`src/rtl/tmr_pkg.sv`:
```
// Shared constants for the TMR writeback voter: Voter_state encodings,
// core indices and the width of the per-core compare vector.
package tmr_pkg;
  localparam logic [2:0] VS_ALL_AGREE   = 3'b111;
  localparam logic [2:0] VS_NO_MAJORITY = 3'b000;

  localparam logic [1:0] CORE0 = 2'd0;
  localparam logic [1:0] CORE1 = 2'd1;
  localparam logic [1:0] CORE2 = 2'd2;

  // {valid, wb_en, rd, wd, instr}
  function automatic int cmp_vec_w(input int addr_w, input int data_w);
    return 2 + addr_w + 2 * data_w;
  endfunction
endpackage

```
`src/rtl/tmr_fault_counter.sv`:
```
// Per-core saturating disagreement counter with a sticky fault bit that is
// raised the cycle after the count reaches FAULT_THRESH.
module tmr_fault_counter #(
  parameter int FAULT_THRESH = 4,
  parameter int CNT_W        = 3
) (
  input  logic             clk,
  input  logic             rst_n,
  input  logic             inc,
  input  logic             agree,
  input  logic             clr,
  input  logic             freeze,
  output logic [CNT_W-1:0] cnt,
  output logic             fault
);
  localparam logic [CNT_W-1:0] THRESH = CNT_W'(FAULT_THRESH);

  logic [CNT_W-1:0] cnt_d, cnt_q;
  logic             fault_d, fault_q;

  always_comb begin
    cnt_d   = cnt_q;
    fault_d = fault_q | (cnt_q >= THRESH);
    // clear wins over freeze and over a same-cycle increment
    if (clr) begin
      cnt_d   = '0;
      fault_d = 1'b0;
    end else if (!freeze) begin
      if (inc) begin
        if (cnt_q < THRESH) cnt_d = cnt_q + 1'b1;
      end else if (agree) begin
        cnt_d = '0;
      end
    end
  end

  always_ff @(posedge clk or negedge rst_n) begin
    if (!rst_n) begin
      cnt_q   <= '0;
      fault_q <= 1'b0;
    end else begin
      cnt_q   <= cnt_d;
      fault_q <= fault_d;
    end
  end

  assign cnt   = cnt_q;
  assign fault = fault_q;
endmodule

```
`src/rtl/tmr_writeback_voter.sv`:
```
// Registered 2-of-3 majority voter over the writeback/retire bundles of three
// lockstep cores, with per-core fault tracking and sticky masking.
module tmr_writeback_voter
  import tmr_pkg::*;
#(
  parameter int DATA_W       = 32,
  parameter int ADDR_W       = 5,
  parameter int FAULT_THRESH = 4,
  parameter int CNT_W        = 3
) (
  input  logic              clk,
  input  logic              rst_in,
  input  logic              core0_valid,
  input  logic              core0_wb_en,
  input  logic [ADDR_W-1:0] core0_rd,
  input  logic [DATA_W-1:0] core0_wd,
  input  logic [DATA_W-1:0] core0_instr,
  input  logic              core1_valid,
  input  logic              core1_wb_en,
  input  logic [ADDR_W-1:0] core1_rd,
  input  logic [DATA_W-1:0] core1_wd,
  input  logic [DATA_W-1:0] core1_instr,
  input  logic              core2_valid,
  input  logic              core2_wb_en,
  input  logic [ADDR_W-1:0] core2_rd,
  input  logic [DATA_W-1:0] core2_wd,
  input  logic [DATA_W-1:0] core2_instr,
  input  logic              recovery_active,
  input  logic              fault_clear,
  output logic              voted_valid,
  output logic              voted_wb_en,
  output logic [ADDR_W-1:0] voted_rd,
  output logic [DATA_W-1:0] voted_wd,
  output logic [DATA_W-1:0] RD_Instr,
  output logic [2:0]        Voter_state,
  output logic [2:0]        core_fault,
  output logic              no_majority
);
  localparam int VW = cmp_vec_w(ADDR_W, DATA_W);

  logic [2:0][VW-1:0] vec;
  logic [VW-1:0]      sel;
  logic [1:0]         sel_idx;
  logic [2:0]         act, valid_in, inc, agree, fault_mask;
  logic               eq01, eq02, eq12, idle;

  logic              valid_d, valid_q, wb_en_d, wb_en_q, no_maj_d, no_maj_q;
  logic [ADDR_W-1:0] rd_d, rd_q;
  logic [DATA_W-1:0] wd_d, wd_q, instr_d, instr_q;
  logic [2:0]        vs_d, vs_q;

  assign vec[CORE0] = {core0_valid, core0_wb_en, core0_rd, core0_wd, core0_instr};
  assign vec[CORE1] = {core1_valid, core1_wb_en, core1_rd, core1_wd, core1_instr};
  assign vec[CORE2] = {core2_valid, core2_wb_en, core2_rd, core2_wd, core2_instr};
  assign valid_in   = {core2_valid, core1_valid, core0_valid};
  assign act        = ~fault_mask;
  assign eq01       = (vec[CORE0] == vec[CORE1]);
  assign eq02       = (vec[CORE0] == vec[CORE2]);
  assign eq12       = (vec[CORE1] == vec[CORE2]);

  always_comb begin
    vs_d    = VS_NO_MAJORITY;
    sel_idx = CORE0;
    inc     = '0;
    case (act)
      3'b111: begin
        if (eq01 && eq02) vs_d = VS_ALL_AGREE;
        else if (eq01) begin vs_d = 3'b011; inc = 3'b100; end
        else if (eq02) begin vs_d = 3'b101; inc = 3'b010; end
        else if (eq12) begin vs_d = 3'b110; inc = 3'b001; sel_idx = CORE1; end
      end
      3'b110:  if (eq12) begin vs_d = 3'b110; sel_idx = CORE1; end
      3'b101:  if (eq02) vs_d = 3'b101;
      3'b011:  if (eq01) vs_d = 3'b011;
      3'b100:  begin vs_d = 3'b100; sel_idx = CORE2; end
      3'b010:  begin vs_d = 3'b010; sel_idx = CORE1; end
      3'b001:  vs_d = 3'b001;
      default: ;
    endcase
    sel = vec[sel_idx];

    // every active core agrees but none retired: report all-agree, leave counters
    idle = (act != 3'b000) && (vs_d == act) && ((act & valid_in) == 3'b000);
    if (idle) begin
      vs_d = VS_ALL_AGREE;
      inc  = '0;
    end
    agree    = idle ? 3'b000 : (vs_d & act);
    no_maj_d = (vs_d == VS_NO_MAJORITY);

    if (no_maj_d) begin
      valid_d = 1'b0;
      wb_en_d = wb_en_q;
      rd_d    = rd_q;
      wd_d    = wd_q;
      instr_d = instr_q;
    end else begin
      valid_d = sel[VW-1];
      wb_en_d = sel[VW-2];
      rd_d    = sel[2*DATA_W +: ADDR_W];
      wd_d    = sel[DATA_W +: DATA_W];
      instr_d = sel[0 +: DATA_W];
    end
  end

  always_ff @(posedge clk or negedge rst_in) begin
    if (!rst_in) begin
      valid_q  <= 1'b0;
      wb_en_q  <= 1'b0;
      rd_q     <= '0;
      wd_q     <= '0;
      instr_q  <= '0;
      vs_q     <= VS_ALL_AGREE;
      no_maj_q <= 1'b0;
    end else begin
      valid_q  <= valid_d;
      wb_en_q  <= wb_en_d;
      rd_q     <= rd_d;
      wd_q     <= wd_d;
      instr_q  <= instr_d;
      vs_q     <= vs_d;
      no_maj_q <= no_maj_d;
    end
  end

  for (genvar i = 0; i < 3; i++) begin : g_core
    tmr_fault_counter #(.FAULT_THRESH(FAULT_THRESH), .CNT_W(CNT_W)) u_cnt (
      .clk   (clk),
      .rst_n (rst_in),
      .inc   (inc[i]),
      .agree (agree[i]),
      .clr   (fault_clear),
      .freeze(recovery_active),
      .cnt   (),
      .fault (fault_mask[i])
    );
  end

  assign voted_valid = valid_q;
  assign voted_wb_en = wb_en_q;
  assign voted_rd    = rd_q;
  assign voted_wd    = wd_q;
  assign RD_Instr    = instr_q;
  assign Voter_state = vs_q;
  assign core_fault  = fault_mask;
  assign no_majority = no_maj_q;
endmodule

```
`config.mk`:
```
export PLATFORM = sky130hd
export DESIGN_NAME = tmr_writeback_voter
export DESIGN_NICKNAME = d
export VERILOG_FILES = /design/src/rtl/tmr_pkg.sv /design/src/rtl/tmr_fault_counter.sv /design/src/rtl/tmr_writeback_voter.sv
export SDC_FILE = /design/constraint.sdc
export NUM_CORES = 1
export LEC_CHECK = 0
export CAP_MARGIN = 20
export CORE_MARGIN = 4
export CORE_UTILIZATION = 49
export CTS_CLUSTER_DIAMETER = 50
export DETAILED_ROUTE_END_ITERATION = 8
export PLACE_DENSITY = 0.87
export SYNTH_ARGS = -nofsm -noshare
export SYNTH_HDL_FRONTEND = slang
export SYNTH_HIERARCHICAL = 1
export SYNTH_SLANG_ARGS = --single-unit
```
`constraint.sdc`:
```
create_clock -name clk -period 5.2 [get_ports clk]
set_clock_uncertainty 0.1 [all_clocks]
set_input_delay 1.04 -clock clk [delete_from_list [all_inputs] [get_ports clk]]
set_output_delay 1.04 -clock clk [all_outputs]
set_load 0.01 [all_outputs]
```
==> results, run 1 <==
- The run finished with clean final reports.
- Data on the critical path arrives at its endpoint at 4.50 ns.
- The initial standard-cell utilization of the core is 49.9%.
- The total power after layout is approximately 0.0022 W.
- For this run, design rule violations remaining after detail routing come to 0.
- Timing would allow up to 229 MHz.
- The floorplan has 46 rows.
- The share of the synthesized area in the top cell type is between 20% and 30%.
- The critical path starts at core0_wd[15].
- The warning count from the yosys run is 6.
- The clock passes through at most 2 buffers.
- The setup TNS is 0 ns.
- The number of max-capacitance violations reported is 0.
- The maximum number of pins on one net before global-route repair is 73.
- At the pin with the least slew margin, the transition time is 0.866 ns.
- By startpoint and endpoint, the worst setup path is classified as input port to flip-flop.
- By area the synthesized netlist is led by sky130_fd_sc_hd__dfrtp_1, sky130_fd_sc_hd__xor2_1, sky130_fd_sc_hd__mux2_4.
- At the worst endpoint, the required time is 5.33 ns.
- The number of sinks on the clock net is 87.
- The number of setup violations in the final report is 0.
- Relative to the synthesized area, the layout overhead comes to 43.0%.
- Clock-pin slew was measured on the worst setup and hold paths at 0.06 ns.
- The analysis attributes to cell leakage a power of 5.07 nW.
- By count the netlist is led by sky130_fd_sc_hd__xor2_1, sky130_fd_sc_hd__inv_1, sky130_fd_sc_hd__dfrtp_1.
- The final net count is 1371.
- The main flop type after synthesis is sky130_fd_sc_hd__dfrtp_1.
- The later pin in the worst-skew pair is clocked with a latency of 0.35 ns.
- The combinational cell fraction of total power is 35.7%.
- The final core utilization is 71.3%.
- The library cell with the highest instance count after synthesis is sky130_fd_sc_hd__xor2_1.
- The multi-input combinational cell area is 0.00498 mm².
- Averaged over all synthesized cells, the footprint is 9.12 µm².
- The endpoint class of the critical path is a flip-flop.
- Setup repair after global routing left no endpoint under its margin.
- The netlist area before placement is 0.00792 mm².
- The switching part of the total power is 31.5%.
- The number of different library cells used by synthesis comes to 45.
- The clock tree synthesis step divided the H-tree into 3 levels.
- The standard cell core area is between 0.015 and 0.02 mm².
- The global-route wire length before repair is 48.9 mm.
- Counting flops with a built-in enable in the synthesized netlist gives 0.
- The startpoint of the lowest-slack hold path is RD_Instr[23].
- The path class of the tightest hold or removal check is flip-flop to flip-flop.
- The register area is roughly 0.0022 mm².
- The number of fill cells in the layout is around 1200.
- Sequential elements use 27.5% of the synthesized area.
- The overall routed net length is 33.0 mm.
- The initial antenna violation count is 0.
- The post-cts resize count is 0.
- Buffers placed on the I/O ports in this run total roughly 290.
- Cells with a size suffix above 1 make up 10.5% of the layout.
- The count of antenna diodes in the layout is 0.
- Across every metal layer, demand over resource in global routing totals 35.3%.
- The via count normalized by instance count is between 5 and 6.
- The number of global-route vias before repair is 8258.
- The number of antenna-violating nets in the routed design is 0.
- The minimum period implied by the final worst setup slack is 4.37 ns.
- The vias after detailed routing is 7956.
- The ratio of final minimum period to clock period is 84.0%.
- The starting DRC count in detailed routing is 805.
- Per report_power, the clock group accounts for between 20% and 30% of the total.
- The sequential share of power is 35.2%.
- IR analysis of the VDD net gives a maximum drop of 0.146 mV.
- The die is 135 µm tall.
- The most area-hungry cell type in the Yosys netlist is sky130_fd_sc_hd__dfrtp_1.
- Counting flops with an async set or reset pin after synthesis yields a share of 100%.
- The I/O pin count is 295.
- The area of the die is around 0.018 mm².
- The worst max-slew margin expressed relative to the limit is 42.3%.
- The total cell area at the placement stage is 0.0110 mm².
- The first detailed-routing pass ran for 5 iterations.
- The hold violation count in the final report is 0.
- Summed over all nets, the switching power comes to 0.000705 W.
- The number of setup buffers added after CTS is 0.
- The startpoint identified for the worst register-to-register timing path is g_core[1].u_cnt/fault.
- The type of origin of the critical path is an input port.
- Once layout is done, the placed cells without fillers occupy 0.0113 mm².
- Power spread over the standard cell area amounts to about 200 mW/mm².
- The root buffer selected by CTS is sky130_fd_sc_hd__clkbuf_16.
- The cell count after synthesis is 869.
- The number of max-slew violations in the final report is 0.
- The routability congestion estimate from global placement is 1.07.
- The detailed-placement wirelength estimate is 26.2 mm.
- Synthesis produced a netlist with a net count of 1089.
- The biggest fanout along the worst timing path is 55.
- Internal power comes to ~0.0015 W.
- After clock tree synthesis, the flow added hold-fix buffers numbering 0.
- The clock tree from TritonCTS is yes.
- The overflow left after global routing is 0.
- The floorplan step set the die width to 135 µm.
- The per-cell routed wire length is 24.0 µm.
- Counting flops and latches in the post-synthesis netlist gives 87.
- Buffers inserted during clock tree synthesis total 9.
==> cell type report <==
| cell class | count | area share (%) |
|---|---|---|
| Tap cell | 216 | 2.39 |
| Clock buffer | 11 | 2.23 |
| Multi-Input combinational cell | 603 | 44.0 |
| Timing Repair Buffer | 304 | 26.9 |
| Clock inverter | 5 | 0.376 |
| Inverter | 146 | 4.84 |
| Sequential cell | 87 | 19.3 |
==> placed cells by master (no fill, tap or decap), types with 4 or more instances in the layout <==
cell type / count
sky130_fd_sc_hd__nand2_1: 80
sky130_fd_sc_hd__nor4_1: 37
sky130_fd_sc_hd__inv_1: 144
sky130_fd_sc_hd__dfrtp_1: 84
sky130_fd_sc_hd__nand4_1: 24
sky130_fd_sc_hd__xor2_1: 150
sky130_fd_sc_hd__clkdlybuf4s50_1: 293
sky130_fd_sc_hd__a21oi_1: 17
sky130_fd_sc_hd__xnor2_1: 63
sky130_fd_sc_hd__mux2_4: 68
sky130_fd_sc_hd__clkinv_4: 4
sky130_fd_sc_hd__o21ai_0: 14
sky130_fd_sc_hd__a31oi_1: 7
sky130_fd_sc_hd__o221ai_1: 70
sky130_fd_sc_hd__buf_4: 8
sky130_fd_sc_hd__nand3_1: 14
sky130_fd_sc_hd__nor2_1: 13
sky130_fd_sc_hd__nor3_1: 5
sky130_fd_sc_hd__clkbuf_16: 9
==> path summary, 6_finish.rpt <==
| path | cells after the start | slack [ns] | endpoint |
|---|---|---|---|
| worst max-delay path | 10 | 0.83 | RD_Instr[5] |
| max in group asynchronous | 2 | 3.33 | voted_wd[16] |
| worst max register to register | 6 | 2.40 | RD_Instr[10] |
| worst min-delay path | 1 | 0.41 | RD_Instr[23] |
| min in group asynchronous | 1 | 0.57 | g_core[1].u_cnt/cnt[1] |
| worst min register to register | 1 | 0.41 | RD_Instr[23] |
==> registers in the layout, indices dropped and copies added, names as in the netlist, 3 cells and up <==
| signal | flops |
|---|---|
| Voter_state | 3 |
| RD_Instr | 32 |
| g_core.u_cnt/fault | 3 |
| voted_rd | 5 |
| voted_wd | 32 |
| g_core.u_cnt/cnt | 9 |
==> power groups by stage <==
stage	Clock [W]	Combinational, W	Sequential (W)
after global routing	0.000685	0.000836	0.000794
after detailed placement	0	0.000787	0.000796
after floorplan	0	0.000261	0.000819
after global placement	0	0.000775	0.000797
after CTS	0.000658	0.000793	0.000786
final	0.000653	0.000800	0.000788
==> kinds of logic after synthesis <==
kind of cell / Yosys count / share of synthesized area, %
xor+xnor: 213 / 23.5
fa+ha+maj: 3 / 0.474
mux: 71 / 13.5
compound gates: 125 / 12.2
buf+inv: 179 / 10.1
flops: 87 / 27.5
simple gates: 191 / 12.7
==> metal layers <==
metal	global-route usage (%)	share of wire, %
met1	44.4	39
met2	59.1	48
met4	15.9	4.7
met5	0	0
met3	6.50	8.7
==> critical path, cell delays in order <==
cell	delay [ns]
sky130_fd_sc_hd__clkdlybuf4s50_1	0.49
sky130_fd_sc_hd__xor2_1	0.22
sky130_fd_sc_hd__nor4_1	0.47
sky130_fd_sc_hd__nand4_1	0.32
sky130_fd_sc_hd__nor3_4	0.36
sky130_fd_sc_hd__a22oi_2	0.12
sky130_fd_sc_hd__o21a_1	0.18
sky130_fd_sc_hd__mux4_4	0.63
sky130_fd_sc_hd__buf_12	0.27
sky130_fd_sc_hd__mux2_4	0.35
==> per-stage QoR <==
step / cells / setup slack [ns] / hold slack (ns)
6_report: 1372 / 0.830 / 0.414
5_1_grt: 1372 / 0.775 / 0.425
4_1_cts: 1372 / 0.938 / 0.413
3_5_place_dp: 1356 / 0.620 / 0.393
3_3_place_gp: 1356 / 0.637 / 0.397
2_1_floorplan: 869 / 1.71 / 0.422
No activity file was read; power rests on OpenSTA's default activity.
==> inputs of run 2 (changes only) <==
CORE_UTILIZATION = 46   (was 49)
PLACE_DENSITY = 0.83   (was 0.87)
clock period = 4.5 ns   (was 5.2 ns; I/O delays follow)
==> results, run 2 (same netlist as run 1, synthesis figures left out) <==
- STA classifies the critical path startpoint as an input port.
- The signal on the critical path passes through clkdlybuf4s50_1 -> xor2_1 -> nor4_1 -> buf_4 -> nand4_1 -> nor3_1 -> buf_4 -> a2111oi_1 -> buf_4 -> a32oi_4 -> buf_12 -> buf_4 -> o221ai_1 -> mux2_4.
- The biggest fanout along the worst timing path is 28.
- The worst max-slew margin expressed relative to the limit is 39.8%.
- Cell internal power was estimated by the tool at 0.00192 W.
- During I/O placement, the number of pins put on the boundary was 295.
- The routability congestion estimate from global placement is a little under 1.
- For this block, the via count after detailed routing is 8075.
- Broken down by cell family, the worst path's largest delay share belongs to buffers and inverters.
- Per report_power, the combinational group accounts for 34.2% of the total.
- The post-cts resize count is 0.
- The buffers plus inverters on the worst setup path is 6.
- The highest attainable clock frequency is 236 MHz.
- Of the total power, the clock network draws about a third.
- Input and output buffers added on the ports amount to between 200 and 300.
- Summed over all cells, the static leakage comes to 5.27 nW.
- The total power divided by cell area is 235 mW/mm².
- The pre-antenna-repair detailed-routing pass consisted of 5 iterations.
- After detailed routing, the average wire length per cell comes to 23.6 µm.
- The number of sinks on the clock net is 87.
- After floorplanning, the core was divided into 47 placement rows.
- The height of the chip is 139 µm.
- The die is 139 µm wide.
- In this run the deepest clock path goes through 2 buffers.
- Leaving out fill and tap cells, the most frequent cell in the layout is sky130_fd_sc_hd__clkdlybuf4s50_1.
- The ratio of final minimum period to clock period is 94.0%.
- The net count of the finished layout is 1405.
- The clock buffer count from CTS is 9.
- The post-route cell area is 0.0117 mm².
- After floorplanning, the core was sized to cover ~0.017 mm².
- The worst path arrival time is 4.37 ns.
- Entering global routing, the biggest net connects 75 pins.
- Setup repair after global routing left no endpoint under its margin.
- The repair_antennas step left the layout with diodes totalling 0.
- The fraction of layout instances using a drive strength above 1 is between 10% and 20%.
- The overall routed net length is approximately 33 mm.
- The first routing iteration left between 700 and 800 violations.
- At the end of the flow the core is filled with cells to 69.9%.
- The wire-length estimate of the detail-placed layout is 26.9 mm.
- The number of buffers added to fix hold violations after cts is 0.
- The root buffer selected by CTS is sky130_fd_sc_hd__clkbuf_16.
- The worst setup path is captured at a flip-flop.
- The clock tree from TritonCTS is yes.
- In the layout the commonest cells are sky130_fd_sc_hd__clkdlybuf4s50_1, sky130_fd_sc_hd__xor2_1, sky130_fd_sc_hd__inv_1.
- The number of max-slew violations in the final report is 0.
- The number of setup violations in the final report is 0.
- IR analysis of the VDD net gives a maximum drop of between 0.15 and 0.2 mV.
- The number of max-capacitance violations reported is 0.
- Summed over all nets, the switching power comes to ~0.00082 W.
- The global routing usage summed across all routing layers is 33.1%.
- At the pin with the least slew margin, the transition time is 0.902 ns.
- The number of fill cells in the layout is 1290.
- The class of the tightest hold or removal check is input port to async pin.
- The worst stage delay on the critical path is 0.67 ns.
- Clock-pin slew was measured on the worst setup and hold paths at about 0.07 ns.
- The total power after layout is 0.00274 W.
- The initial standard-cell utilization of the core is 47.4%.
- For the worst-skew pair, the clock arrives at the later sink with an insertion delay of between 0.3 and 0.4 ns.
- In the routed design, unresolved DRC markers number 0.
- The largest individual stage delay along the critical path comes from the cell sky130_fd_sc_hd__nor4_1.
- Counting I/O delays and the setup requirement, the final critical path takes 4.23 ns.
- Dividing the detail-routed via count by the number of cells gives 5.73.
- The overflow left after global routing is 0.
- Setup total negative slack on the finished layout was measured at 0 ns.
- The type of the worst setup path is input port to flip-flop.
- The total cell area at the placement stage is about 0.011 mm².
- The flow ran to the end, and the final reports show no timing, DRC or antenna violations.
- Once detail routing completed, the nets flagged for antenna violations numbered 0.
- The hold violation count in the final report is 0.
- The floorplan step defined a die boundary enclosing 0.0194 mm².
- The H-tree generated during clock tree synthesis spans 3 levels.
- Of the total power, registers draw roughly 33%.
- The data required time of the worst path is 4.64 ns.
- The initial antenna violation count is 0.
- The number of global-route vias before repair is 8365.
- The switching part of the total power is 29.8%.
- The first global-routing pass estimated 49.3 mm of wire.
- The number of setup buffers added after CTS is 0.
- Compared with the post-synthesis result, the final layout area differs by 47.3%.
- The cell with the most instances on the worst path is sky130_fd_sc_hd__buf_4.
run 2: stage by stage:
step	hold slack [ns]	setup slack, ns	instances
final	0.403	0.270	1410
after global routing	0.426	0.194	1410
after CTS	0.415	0.406	1409
after detailed placement	0.390	0.0915	1393
after global placement	0.397	0.0882	1393
after floorplan	0.422	1.15	869
run 2: path summary, 6_finish.rpt:
kind / start / to / slack (ns) / cells past startpoint
setup reg to reg: g_core[1].u_cnt/fault / voted_wd[17] / 1.65 / 6
setup / recovery: core0_rd[0] / RD_Instr[20] / 0.27 / 14
max in group asynchronous: rst_in / voted_wd[28] / 3.28 / 2
min in group clk: RD_Instr[12] / RD_Instr[12] / 0.41 / 1
hold reg to reg: RD_Instr[12] / RD_Instr[12] / 0.41 / 1
hold / removal: rst_in / g_core[1].u_cnt/cnt[1] / 0.40 / 1
run 2: final cells by class:
type	instances	area [µm²]	share of cell area [%]
Sequential cell	87	2180	18.7
Clock inverter	5	106	0.911
Tap cell	220	275	2.36
Timing Repair Buffer	338	3350	28.7
Inverter	146	548	4.70
Clock buffer	11	233	1.99
Multi-Input combinational cell	603	4980	42.7
run 2: power by group through the flow:
stage | sequential (W) | combinational [W] | clock (W)
4_1_cts | 0.000911 | 0.000928 | 0.000895
3_5_place_dp | 0.000922 | 0.000922 | 0
3_3_place_gp | 0.000924 | 0.000908 | 0
2_1_floorplan | 0.000947 | 0.000302 | 0
5_1_grt | 0.000919 | 0.000979 | 0.000922
6_report | 0.000913 | 0.000936 | 0.000891
run 2: layer usage:
metal	vias to the layer above	wire, µm	track usage [%]
met5	-	0	0
met4	0	1850	16.9
met3	98	3250	8.20
met2	481	15600	54.4
met1	3879	12700	40.4
li1	3617	-	-
run 2: worst reg2reg max path, cell delays in order (launching register included):
cell,delay (ns)
sky130_fd_sc_hd__dfrtp_1,0.61
sky130_fd_sc_hd__clkinv_1,0.44
sky130_fd_sc_hd__nor3_2,0.31
sky130_fd_sc_hd__buf_4,0.72
sky130_fd_sc_hd__nand2_1,0.19
sky130_fd_sc_hd__o221ai_1,0.20
sky130_fd_sc_hd__mux2_4,0.23
==> inputs of run 3 (changes only) <==
--- a/config.mk
+++ b/config.mk
@@ -8,10 +8,9 @@
 export CAP_MARGIN = 20
 export CORE_MARGIN = 4
-export CORE_UTILIZATION = 46
+export CORE_UTILIZATION = 41
 export CTS_CLUSTER_DIAMETER = 50
 export DETAILED_ROUTE_END_ITERATION = 8
-export PLACE_DENSITY = 0.83
+export PLACE_DENSITY = 0.78
 export SYNTH_ARGS = -nofsm -noshare
 export SYNTH_HDL_FRONTEND = slang
-export SYNTH_HIERARCHICAL = 1
 export SYNTH_SLANG_ARGS = --single-unit
==> constraint.sdc (replaced) <==
create_clock -name clk -period 3.7 [get_ports clk]
set_clock_uncertainty 0.1 [all_clocks]
set_input_delay 0.74 -clock clk [delete_from_list [all_inputs] [get_ports clk]]
set_output_delay 0.74 -clock clk [all_outputs]
set_load 0.005 [all_outputs]
==> results, run 3 <==
- The maximum level of the CTS H-tree is 3.
- The warning count from the yosys run is 0.
- The library cells used most frequently in the layout, excluding fill and tap cells, are sky130_fd_sc_hd__clkdlybuf4s50_1, sky130_fd_sc_hd__buf_4, sky130_fd_sc_hd__xor2_1.
- The beginning of the worst register-to-register path is g_core[0].u_cnt.fault.
- After detailed routing, the number of remaining DRC violations is 0.
- The main flop type after synthesis is sky130_fd_sc_hd__dfrtp_1.
- The count of buffers added on input and output ports is slightly below 300.
- The average instance area after synthesis is around 10 µm².
- Counting every instance in the synthesized netlist gives 775.
- The master of the slowest instance on the critical path is sky130_fd_sc_hd__clkdlybuf4s50_1.
- The most area-hungry cell type in the Yosys netlist is sky130_fd_sc_hd__dfrtp_1.
- The first detailed-routing pass ran for 6 iterations.
- The initial standard-cell utilization of the core is 42.4%.
- The number of max-slew violations in the final report is 0.
- The netlist uses just over 50 different library cells.
- In this run the tightest slew margin relative to its limit is 44.9%.
- Across the run, the number of max-cap violations was 0.
- Internal power comes to around 0.0027 W.
- The tree built by TritonCTS fans out to 87 sinks.
- The total net switching power is 0.00116 W.
- The longest clock path from root to sink contains 2 buffers.
- In the routed layout, each cell is associated on average with a via count of 5.51.
- The actual transition at the worst max-transition pin is 0.826 ns.
- The min-delay analysis places its worst path in the category input port to async pin.
- At the end of routability-driven placement, the weighted congestion stood at a little under 1.
- The number of global-route vias before repair was 8252.
- In the final routed layout, each cell accounts on average for 23.7 µm.
- Detailed routing inserted a total of 8113 vias.
- Registers are responsible for between 30% and 40% of the overall power.
- The number of nets produced by synthesis is 995.
- Counting flops and latches in the post-synthesis netlist gives 87.
- Setup slack on the worst reg-to-reg path comes out at 1.01 ns.
- The clock-pin slew on the worst setup and hold paths is 0.07 ns.
- The worst path setup slack after routing is -0.0432 ns.
- The switching part of the total power is 30.1%.
- The share of synthesized area occupied by flip-flops and latches is 28.3%.
- After global routing the overflow that remains totals 0.
- The hold violation count in the final report is 0.
- Prior to clock tree synthesis, the placed netlist has a worst setup slack of -0.678 ns.
- The number of flops mapped to enable cells by yosys is 0.
- From synthesis to final layout, the design area changed by 70.7%.
- By area the synthesized netlist is led by sky130_fd_sc_hd__dfrtp_1, sky130_fd_sc_hd__xor2_1, sky130_fd_sc_hd__mux2_4.
- The run finished, with violations left.
- After synthesis the cells add up to 0.00771 mm².
- By count the netlist is led by sky130_fd_sc_hd__xor2_1, sky130_fd_sc_hd__dfrtp_1, sky130_fd_sc_hd__nor2_1.
- The kind of cell with the highest combined delay along the critical path is buffers and inverters.
- STA puts the critical path data required time at just under 4 ns.
- STA classifies the critical path startpoint as an input port.
- The I/O pin count is about 300.
- The library cell with the highest instance count after synthesis is sky130_fd_sc_hd__xor2_1.
- The standard cell core area is 0.0182 mm².
- In this design, the stage delay of the slowest critical-path cell is approximately 0.45 ns.
- The root buffer selected by CTS is sky130_fd_sc_hd__clkbuf_16.
- The post-route netlist has 27.8% of its cells at a drive strength greater than 1.
- The signal on the critical path passes through clkdlybuf4s50_1 -> xor2_1 -> nor4_2 -> buf_4 -> nand4_1 -> nor3_2 -> buf_4 -> nand2_2 -> o311ai_4 -> o311ai_2 -> nor3b_4 -> buf_12 -> clkbuf_16 -> mux2_4.
- The worst register-to-register path ends at RD_Instr[1].
- The highest attainable clock frequency is around 270 MHz.
- Global routing used a little under a third of the available tracks across all layers.
- The share of synthesized area in the top cell type comes to 27.3%.
- The number of antenna-violating nets in the routed design is 0.
- The initial antenna violation count is 3.
- The worst-case vdd ir drop is approximately 0.24 mV.
- The detailed router finished its first iteration with 662 violations.
- The combinational cell fraction of total power is 40.2%.
- The floorplan die width is 145 µm.
- The number of buffers and inverters on the critical path is 5.
- The cell with the most instances on the worst path is sky130_fd_sc_hd__buf_4.
- The most frequent standard cell in the layout excluding fill and tap cells is sky130_fd_sc_hd__clkdlybuf4s50_1.
- The overall routed net length is between 30 and 40 mm.
- The number of rows in the core area is 49.
- The worst hold slack across all endpoints is 0.371 ns.
- The final net count is 1458.
- The type of the worst setup path is input port to flip-flop.
- Of all nets on the critical path, the largest fanout is 10.
- The detailed-placement wirelength estimate is 27.0 mm.
- Measured in cells, the most critical reg-to-reg path has a length of 8.
- The area of the die is 0.0211 mm².
- The clock reaches the later pin of the worst-skew pair after approximately 0.36 ns.
- Counting the buffers created by CTS gives 9.
- The clock tree from TritonCTS is yes.
- The global-route wire length before repair is 49.3 mm.
- The power share of the clock group is 27.1%.
- Setup violations remaining at the end of the flow were counted as 65.
- The total power divided by cell area is 293 mW/mm².
- For this design the static power due to leakage is 6.59 nW.
- Entering global routing, the biggest net connects 97 pins.
- The height of the chip is 145 µm.
- In this run, post-CTS hold repair placed 0 buffers.
- The checks that failed: setup timing.
- The post-synthesis async set-or-reset flop share is 100%.
- For the worst setup path, the data arrival time is 3.89 ns.
- After layout, the worst path uses 101% of the clock period.
- The minimum period implied by the final worst setup slack is between 3 and 4 ns.
- The endpoint class of the critical path is a flip-flop.
## run 3: cell types whose count changed in the layout (fill, tap and decap cells not counted), moves of 13 or more
cell and change:
sky130_fd_sc_hd__a21oi_1 +58, sky130_fd_sc_hd__buf_4 +139, sky130_fd_sc_hd__clkdlybuf4s50_1 -43, sky130_fd_sc_hd__dlymetal6s2s_1 +43, sky130_fd_sc_hd__inv_1 -137, sky130_fd_sc_hd__mux2i_1 +71, sky130_fd_sc_hd__nand2_1 -70, sky130_fd_sc_hd__nand3_1 -13
sky130_fd_sc_hd__nor2_1 +69, sky130_fd_sc_hd__nor4_1 -18, sky130_fd_sc_hd__nor4_2 +17, sky130_fd_sc_hd__o21ai_0 -13, sky130_fd_sc_hd__o221ai_1 -70
## run 3: stage by stage
step,cell area [µm²],setup TNS (ns),instances,power [W],utilization (%)
after global routing,13200,-4.18,1472,0.00399,72.3
final,13200,-1.24,1473,0.00386,72.3
after global placement,12100,-37.39,1445,0.00275,66.7
after floorplan,7710,0,775,0.00172,-
after CTS,12600,-0.0289,1463,0.00382,69.1
after detailed placement,12100,-40.91,1445,0.00276,66.7
## run 3: worst max path at each step
stage,start,end,slack [ns],cells after the start
6_report,core2_wd[1],voted_wd[21],-0.04,14
3_3_place_gp,core1_instr[12],g_core[1].u_cnt.cnt[1],-0.56,13
2_1_floorplan,core1_wd[0],RD_Instr[10],0.61,12
4_1_cts,core1_instr[2],g_core[1].u_cnt.cnt[1],-0.02,13
3_5_place_dp,core1_instr[12],g_core[1].u_cnt.cnt[1],-0.68,13
5_1_grt,core2_wd[1],voted_wd[21],-0.08,14
## run 3: repair_timing
action | in CTS | in global routing
pin swaps | 5 | 25
endpoints found under the setup margin | 76 | 78
buffers inserted | 1 | 3
gates resized for setup | 11 | 91
gates cloned | 1 | 6
## run 3: kinds of logic after synthesis
group / Yosys count / share of synthesized area [%]
buf+inv: 45 / 4.04
xor+xnor: 213 / 24.2
simple gates: 187 / 12.7
flops: 87 / 28.3
mux: 143 / 23.0
compound gates: 97 / 7.25
fa+ha+maj: 3 / 0.487
## run 3: worst reg2reg max path, cell delays in order (launching register included)
cell and delay, ns:
sky130_fd_sc_hd__dfrtp_1 0.68, sky130_fd_sc_hd__inv_1 0.24, sky130_fd_sc_hd__nand4_1 0.20, sky130_fd_sc_hd__o311a_1 0.24, sky130_fd_sc_hd__nand3_2 0.11, sky130_fd_sc_hd__nor3b_4 0.30
sky130_fd_sc_hd__buf_12 0.20, sky130_fd_sc_hd__buf_16 0.17, sky130_fd_sc_hd__mux2_2 0.35
## run 3: power by group through the flow
stage,logic (W),registers [W],clock network [W]
after detailed placement,0.00150,0.00126,0
after floorplan,0.000469,0.00125,0
after global routing,0.00162,0.00127,0.00109
final,0.00155,0.00126,0.00105
after global placement,0.00148,0.00127,0
after CTS,0.00152,0.00125,0.00105
## run 3: cell type report
class | instances | area [µm²]
fill | 1288 | 5040
sequential | 87 | 2180
antenna | 1 | 2.50
timing repair buffer | 490 | 4780
multi-input combinational | 643 | 5570
clock inverter | 5 | 81.3
inverter | 7 | 26.3
clock buffer | 11 | 243
tap | 229 | 287
## run 3: per-layer routing
metal | vias up | wire length, µm | GRT usage (%)
met2 | 466 | 16600 | 51.3
met3 | 82 | 3130 | 8.20
met1 | 3900 | 13700 | 37.4
met4 | 4 | 1430 | 13.5
met5 | - | 21 | 0
li1 | 3661 | - | -
==> variant, RTL diff (settings of run 3) <==
The parameter `DATA_W` goes from 32 to 36.
--- a/src/rtl/tmr_writeback_voter.sv
+++ b/src/rtl/tmr_writeback_voter.sv
@@ -3,7 +3,7 @@
 module tmr_writeback_voter
   import tmr_pkg::*;
 #(
-  parameter int DATA_W       = 32,
+  parameter int DATA_W       = 36,
   parameter int ADDR_W       = 5,
   parameter int FAULT_THRESH = 4,
   parameter int CNT_W        = 3
Interface: changed (8 resized); port bits go from 295 to 327. No check against the original RTL was run, so the function may have changed too.
==> variant against run 3 <==
Sequential cell count grew 8; routed wire length grew 17%; combinational power grew 19%; sequential share of layout area shrank 0.79 points; worst setup slack gained 0.064 ns; synthesized cell count grew 13%; cell area grew 15%; power grew 9.3%; synthesized area grew 7.3%; count of clock-buffer cells in the layout shrank 2; largest cell class unchanged.
==> variant: results (changes against run 3) <==
Status
  – Status: finished clean

Place
  – Pre-CTS setup slack: -0.801 ns (-0.122 ns)
  – Placed Instance Area: 13,400 sq um (+11%)
  – Port Buffer Count: 326 (+11%)
  – Routability Congestion: 0.974 (+1.3%)

Detailed routing
  – Initial DRC Count: 603 (-8.9%)
  – Vias/cell: 5.55 (+0.71%)
  – Pre-Repair DR Iteration Count: 5 (-1)
  – Routed WL: 40,700 um (+17%)

Yosys
  – Synth unique cells: 55 (+7.8%)
  – Syn Inst Count: 877 (+13%)
  – Synth top area cells: dfrtp_1, xor2_1, mux2i_1
  – Synth top cells by count: xor2_1, nor2_1, dfrtp_1
  – Register area share after synthesis: 28.8% (+0.51 points)

Power
  – Part of the power in combinational logic: 43.7% (+3.5 points)
  – Leak: 7.89 nW (+20%)
  – Sequential Power Share: 33.7% (+1.1 points)
  – Peak VDD IR: 0.000225 V (-6.9%)
  – Pwr dens: 279 nW/um^2 (-4.6%)

Global routing
  – Number of global-route vias before repair: 9,411 (+14%)
  – Largest net degree at the start of global routing: 59 (-39%)
  – Tot GR Track Use: 33.6% (+2.9 points)
  – Initial antenna violation count: 6 (+3)

Critical path
  – CP max FO: 8 (-2)
  – Worst EP arrival: 3.82 ns (-0.07 ns)
  – CP max stage delay: 0.54 ns (+0.09 ns)

Timing
  – Worst slew margin: 43.5% (-1.4 points)
  – Setup TNS: 0 ns (+1.24 ns)

Finish
  – Share of cells above drive strength 1: 32.8% (+5.0 points)
  – Final std cells w/o fill: 1,676 (+14%)
  – Final #Nets: 1,645 (+13%)

Clocking
  – Postcts setup bufs: 7 (+6)
  – Post-CTS Resized: 37 (+26)
variant: changes by cell type in the layout (fill, tap and decap cells not counted), moves of 10 or more:
cell,change
dlymetal6s2s_1,+95
nor2_1,+11
mux2_4,-58
mux2_2,+63
buf_4,+35
xnor2_1,-14
nor4_2,+15
xor2_2,+56
clkdlybuf4s50_1,-74
xor2_1,-20
nor4_1,-10
variant: logic make-up after synthesis:
group                      Yosys count  share of synthesized area [%]
adders and majority gates            3                          0.454
buffers and inverters               54                           3.51
and+or+nand+nor                    211                           13.2
muxes                              157                           20.6
DFF                                 95                           28.8
xor gates and xnor gates           237                           25.1
AOI/OAI and AO/OA                  120                           8.35
variant: final cells by class:
cell class | count | area, sq um
Clock inverter | 7 | 56.3
Tap cell | 265 | 332
Fill cell | 1334 | 4550
Multi-Input combinational cell | 728 | 6540
Inverter | 11 | 41.3
Clock buffer | 9 | 225
Sequential cell | 95 | 2380
Antenna cell | 5 | 12.5
Timing Repair Buffer | 556 | 5520
variant: layer usage:
| metal | vias up | global-route usage [%] | share of wire (%) |
|---|---|---|---|
| li1 | 4084 | - | - |
| met4 | 2 | 13.9 | 4.4 |
| met3 | 96 | 6.97 | 8.6 |
| met1 | 4575 | 41.5 | 38 |
| met5 | - | 0 | 0.032 |
| met2 | 540 | 56.9 | 49 |
variant: final timing paths:
check	from	slack, ns	to	depth (start not counted)
hold reg to reg	RD_Instr[35]	0.41	RD_Instr[35]	1
setup reg to reg	g_core[0].u_cnt.fault	0.82	RD_Instr[20]	9
setup / recovery	core0_wb_en	0.02	RD_Instr[20]	15
max in group asynchronous	rst_in	2.37	Voter_state[2]	2
hold / removal	rst_in	0.36	RD_Instr[11]	1
min in group clk	RD_Instr[35]	0.41	RD_Instr[35]	1
